<file path="src/rtl/uart_tx_arbiter.sv">
// Round-robin, frame-granular arbiter sharing one serial transmitter between byte-stream requesters.
// Define TX_ARB_TIMEOUT_EN to revoke a grant after TIMEOUT_CYC stalled SEND cycles (pulses frame_err).
module uart_tx_arbiter #(
  parameter int NUM_REQ     = 2,
  parameter int TIMEOUT_CYC = 256
) (
  input  logic                 clk,
  input  logic                 rst,
  input  logic [NUM_REQ-1:0]   req_valid,
  input  logic [8*NUM_REQ-1:0] req_data,
  input  logic [NUM_REQ-1:0]   req_last,
  output logic [NUM_REQ-1:0]   req_ready,
  output logic [7:0]           tx_data,
  output logic                 new_tx_data,
  input  logic                 tx_busy,
  output logic [NUM_REQ-1:0]   grant,
  output logic                 active,
  output logic                 frame_err
);

  localparam int IW = (NUM_REQ > 2) ? 2 : 1;

  if (NUM_REQ < 2 || NUM_REQ > 4 || TIMEOUT_CYC < 2 || TIMEOUT_CYC > 65535) begin : g_cfg_chk
    $error("uart_tx_arbiter: NUM_REQ or TIMEOUT_CYC out of range");
  end

  typedef enum logic [1:0] {IDLE, SEND, STROBE, GAP} state_t;

  state_t             state, state_nx;
  logic [IW-1:0]      last_grant, cand, pick_idx;
  logic [NUM_REQ-1:0] pick_oh;
  logic               found, last_q;
  logic               grant_ld, grant_clr, capture;
`ifdef TX_ARB_TIMEOUT_EN
  logic [15:0]        stall_cnt;
  logic               timeout_hit;
`endif

  // last_grant doubles as the owner index while a grant is held
  always_comb begin
    pick_idx = last_grant;
    pick_oh  = '0;
    cand     = '0;
    found    = 1'b0;
    for (int unsigned off = 1; off <= NUM_REQ; off++) begin
      cand = IW'((32'(last_grant) + off) % NUM_REQ);
      if (!found && req_valid[cand]) begin
        found    = 1'b1;
        pick_idx = cand;
      end
    end
    pick_oh[pick_idx] = 1'b1;
  end

  always_comb begin
    state_nx  = state;
    req_ready = '0;
    grant_ld  = 1'b0;
    grant_clr = 1'b0;
    capture   = 1'b0;
`ifdef TX_ARB_TIMEOUT_EN
    timeout_hit = 1'b0;
`endif
    case (state)
      IDLE: begin
        if (|req_valid) begin
          grant_ld = 1'b1;
          state_nx = SEND;
        end
      end
      SEND: begin
        if (req_valid[last_grant] && !tx_busy) begin
          req_ready[last_grant] = 1'b1;
          capture               = 1'b1;
          state_nx              = STROBE;
        end
`ifdef TX_ARB_TIMEOUT_EN
        else if (!req_valid[last_grant] && stall_cnt == 16'(TIMEOUT_CYC - 1)) begin
          timeout_hit = 1'b1;
          grant_clr   = 1'b1;
          state_nx    = IDLE;
        end
`endif
      end
      STROBE: state_nx = GAP;
      GAP: begin
        if (last_q) begin
          grant_clr = 1'b1;
          state_nx  = IDLE;
        end else begin
          state_nx = SEND;
        end
      end
      default: state_nx = IDLE;
    endcase
  end

  always_ff @(posedge clk or negedge rst) begin
    if (!rst) state <= IDLE;
    else      state <= state_nx;
  end

  always_ff @(posedge clk or negedge rst) begin
    if (!rst) begin
      grant      <= '0;
      last_grant <= IW'(NUM_REQ - 1);
      tx_data    <= 8'h00;
      last_q     <= 1'b0;
    end else begin
      if (grant_ld) begin
        grant      <= pick_oh;
        last_grant <= pick_idx;
      end else if (grant_clr) begin
        grant <= '0;
      end
      if (capture) begin
        tx_data <= req_data[{last_grant, 3'b000} +: 8];
        last_q  <= req_last[last_grant];
      end
    end
  end

  assign new_tx_data = (state == STROBE);
  assign active      = |grant;

`ifdef TX_ARB_TIMEOUT_EN
  // Held at zero outside SEND so every entry into SEND starts a fresh count
  always_ff @(posedge clk or negedge rst) begin
    if (!rst) begin
      stall_cnt <= '0;
      frame_err <= 1'b0;
    end else begin
      frame_err <= timeout_hit;
      if (state != SEND || capture)        stall_cnt <= '0;
      else if (!req_valid[last_grant])     stall_cnt <= stall_cnt + 16'd1;
    end
  end
`else
  assign frame_err = 1'b0;
`endif

endmodule

</file>
<file path="config.mk">
export PLATFORM = sky130hd
export DESIGN_NAME = uart_tx_arbiter
export DESIGN_NICKNAME = d
export VERILOG_FILES = /design/src/rtl/uart_tx_arbiter.sv
export SDC_FILE = /design/constraint.sdc
export NUM_CORES = 1
export LEC_CHECK = 0
export BUFFER_PORTS_ARGS = -buffer_cell sky130_fd_sc_hd__buf_2
export CAP_MARGIN = 20
export CORE_AREA = 8 8 76 51
export CTS_BUF_LIST = sky130_fd_sc_hd__clkbuf_8
export CTS_CLUSTER_SIZE = 24
export DETAILED_ROUTE_END_ITERATION = 6
export DIE_AREA = 0 0 84 59
export PLACE_DENSITY = 0.55
export SYNTH_ARGS = -nofsm -noshare
export SYNTH_HDL_FRONTEND = slang
export SYNTH_SLANG_ARGS = --single-unit
</file>
<file path="constraint.sdc">
create_clock -name clk -period 2.15 [get_ports clk]
set_input_delay 0.43 -clock clk [delete_from_list [all_inputs] [get_ports clk]]
set_output_delay 0.43 -clock clk [all_outputs]
set_load 0.01 [all_outputs]
</file>
==> flow_summary.toml <==
[status]
outcome = "finished, final reports clean"

[route]
vias_per_cell = 4.46
routed_wl_um = 1980
initialDrtViolationCount = 51
firstDrtPassIters = 6
vias = 682
route.detailed.drc = 0
wire_per_inst_um = 12.9
ant_nets = 0

[cells_and_area]
nFillCells = 275
diodes = 0
post_route_cells_drive_above_1_share = 0.538
fin_util = 0.408
nets = 148
stdcell_count = 153
area_growth_pct = 30.1

[hold_path]
holdCritPathClass = "in -> async"

[timing]
finalSetupViolCount = 0
finalCriticalPeriod_ps = 1930
hold_violations = 0
finalClockSkew_ps = 0.992
rsz0062_at_grt = "false"
slew_viol_final = 0
tns_ps = 0
fin_ws_ps = 223
period_share = 0.896
fmax_mhz = 519

[synth]
yosysWarningCount = 0
synth_fp_nets = 109
synth_edf_count = 0
synth.most_common_cell = "dfrtp_1"
synth.avg_cell_area_um2 = 10.7
async_reset_ff_frac = 1.00
synthFlopType = "dfrtp_1"
synth_area_leaders = "dfrtp_1, mux2i_1, a21oi_2"
yosys.area.top_type = "dfrtp_1"
syn_area_um2 = 865
yosys-top-cells-count = "dfrtp_1, mux2i_1, a21oi_2, nor2_2, nand2_1"
yosysSeqAreaShare = 0.407
synthCells = 81
synth_cell_type_count = 28
netlist.area_leader.share = 0.376
ys_seq_elements = 14

[power]
peakVddDrop_uv = 509
p_leak_nw = 0.580
pwr_density_cell_nw_per_um2 = 1390
finalPower_mw = 1.56

[clock_network]
numCtsBuffers = 3
cts_repair_resize_count = 0
insertion_delay_ps = 250
cts.path.max_buffers = 2
cts_tree = "done"
clkSinkCount = 14
htreeDepth = 1
cts_setup_buffers = 0
clock-root-buffer = "clkbuf_8"
clk_pin_slew_ps = 60
hold_buffers = 0

[place]
dp_cells = 149
io_buffers = 36
gp_congestion = 0.762
post-place-ws_ps = 467
hpwlAfterDp_um = 1650

[floorplanning]
die_w_um = 84
io_pins = 38
core_area_um2 = 2760
start_util = 0.313
rows = 15
die_y_um = 59
dieArea_um2 = 4960

[grt]
grt_pass1_vias = 703
grt_antenna_before_repair = 0
grt_max_degree = 17
overflow = 0
grt_usage = 0.0880
grt_pass1_wl_um = 3480

[worst_setup_path]
critical-path-max-stage-delay_ps = 420
reg2reg_slack_ps = 510
worstSetupEndpointType = "primary output"
crit_slowest_cell = "dfrtp_1"
path_max_fanout = 5
cp.arrival_ps = 1500
worstPathCellList = "inv_1 -> ha_1 -> nor3b_4 -> and2_1 -> buf_2"
start_kind = "flop"
cp_num_buf_inv = 2
worstPathRequired_ps = 1720
cp_top_family = "flip-flops"
crit_type = "reg -> out"

[job]
maxCapViolCount = 0
==> final timing paths <==
kind / from / endpoint / depth (start not counted)
max: state[1]$_DFFE_PN0P_ / req_ready[1] / 5
min: rst / grant[1]$_DFFE_PN0P_ / 1
max reg2reg: state[0]$_DFFE_PN0P_ / state[1]$_DFFE_PN0P_ / 6
min reg2reg: tx_data[0]$_DFFE_PN0P_ / tx_data[0]$_DFFE_PN0P_ / 2
max in group asynchronous: rst / last_grant$_DFFE_PN1P_ / 1
min in group clk: req_valid[0] / last_grant$_DFFE_PN1P_ / 2
==> cell type report <==
cell class,instances,area (um2),share of cell area
multi-input cells,59,462,0.410
flip-flops and latches,14,352,0.313
repair buffers,39,203,0.180
clock buffers,4,55.1,0.0489
well taps,34,42.5,0.0378
inverters,3,11.3,0.0100
==> power breakdown <==
part,switching (mW),leakage (nW),internal (mW)
Sequential,0.0983,0.159,0.405
Combinational,0.415,0.392,0.385
Clock,0.0934,0.0288,0.162
Total,0.607,0.580,0.952
==> through the flow <==
| step | instance area (um2) | hold slack (ps) |
|---|---|---|
| 6_report | 1120 | 71.9 |
| 5_1_grt | 1120 | 93.1 |
| 4_1_cts | 1120 | 88.4 |
| 3_5_place_dp | 1070 | 355 |
| 3_3_place_gp | 1070 | 353 |
| 2_1_floorplan | 865 | 134 |
==> sequential cells by signal, summed over array words and instances (netlist names) <==
register	count
grant	2
last_grant	1
last_q	1
state	2
tx_data	8
==> cells by family (layout without fill, tap and decap cells) <==
logic type / count (synthesis) / count (layout) / synth area share
simple gates: 26 / 26 / 0.177
flops: 14 / 14 / 0.407
mux: 11 / 11 / 0.129
compound gates: 16 / 16 / 0.145
fa+ha+maj: 5 / 5 / 0.0724
other cells: 1 / 1 / 0.00434
buf+inv: 8 / 46 / 0.0666
==> cells in the final DEF (no fill, tap or decap), drive strengths merged, types with 2 or more instances in the layout <==
| cell | count |
|---|---|
| nand2b | 2 |
| buf | 39 |
| mux2i | 10 |
| ha | 5 |
| inv | 3 |
| or2 | 2 |
| clkbuf | 4 |
| a21oi | 11 |
| nor2 | 10 |
| nand3 | 2 |
| dfrtp | 13 |
| nand2 | 6 |
==> routing by layer <==
| metal | part of all wire | routed length (um) | vias up | global-route usage |
|---|---|---|---|---|
| met5 | 0 | 0 | - | 0 |
| li1 | - | - | 349 | - |
| met2 | 0.45 | 882 | 25 | 0.137 |
| met4 | 0.013 | 25 | 0 | 0.0293 |
| met3 | 0.083 | 164 | 2 | 0.0467 |
| met1 | 0.46 | 905 | 306 | 0.102 |
Note: power is estimated with default switching activity, not from simulation.
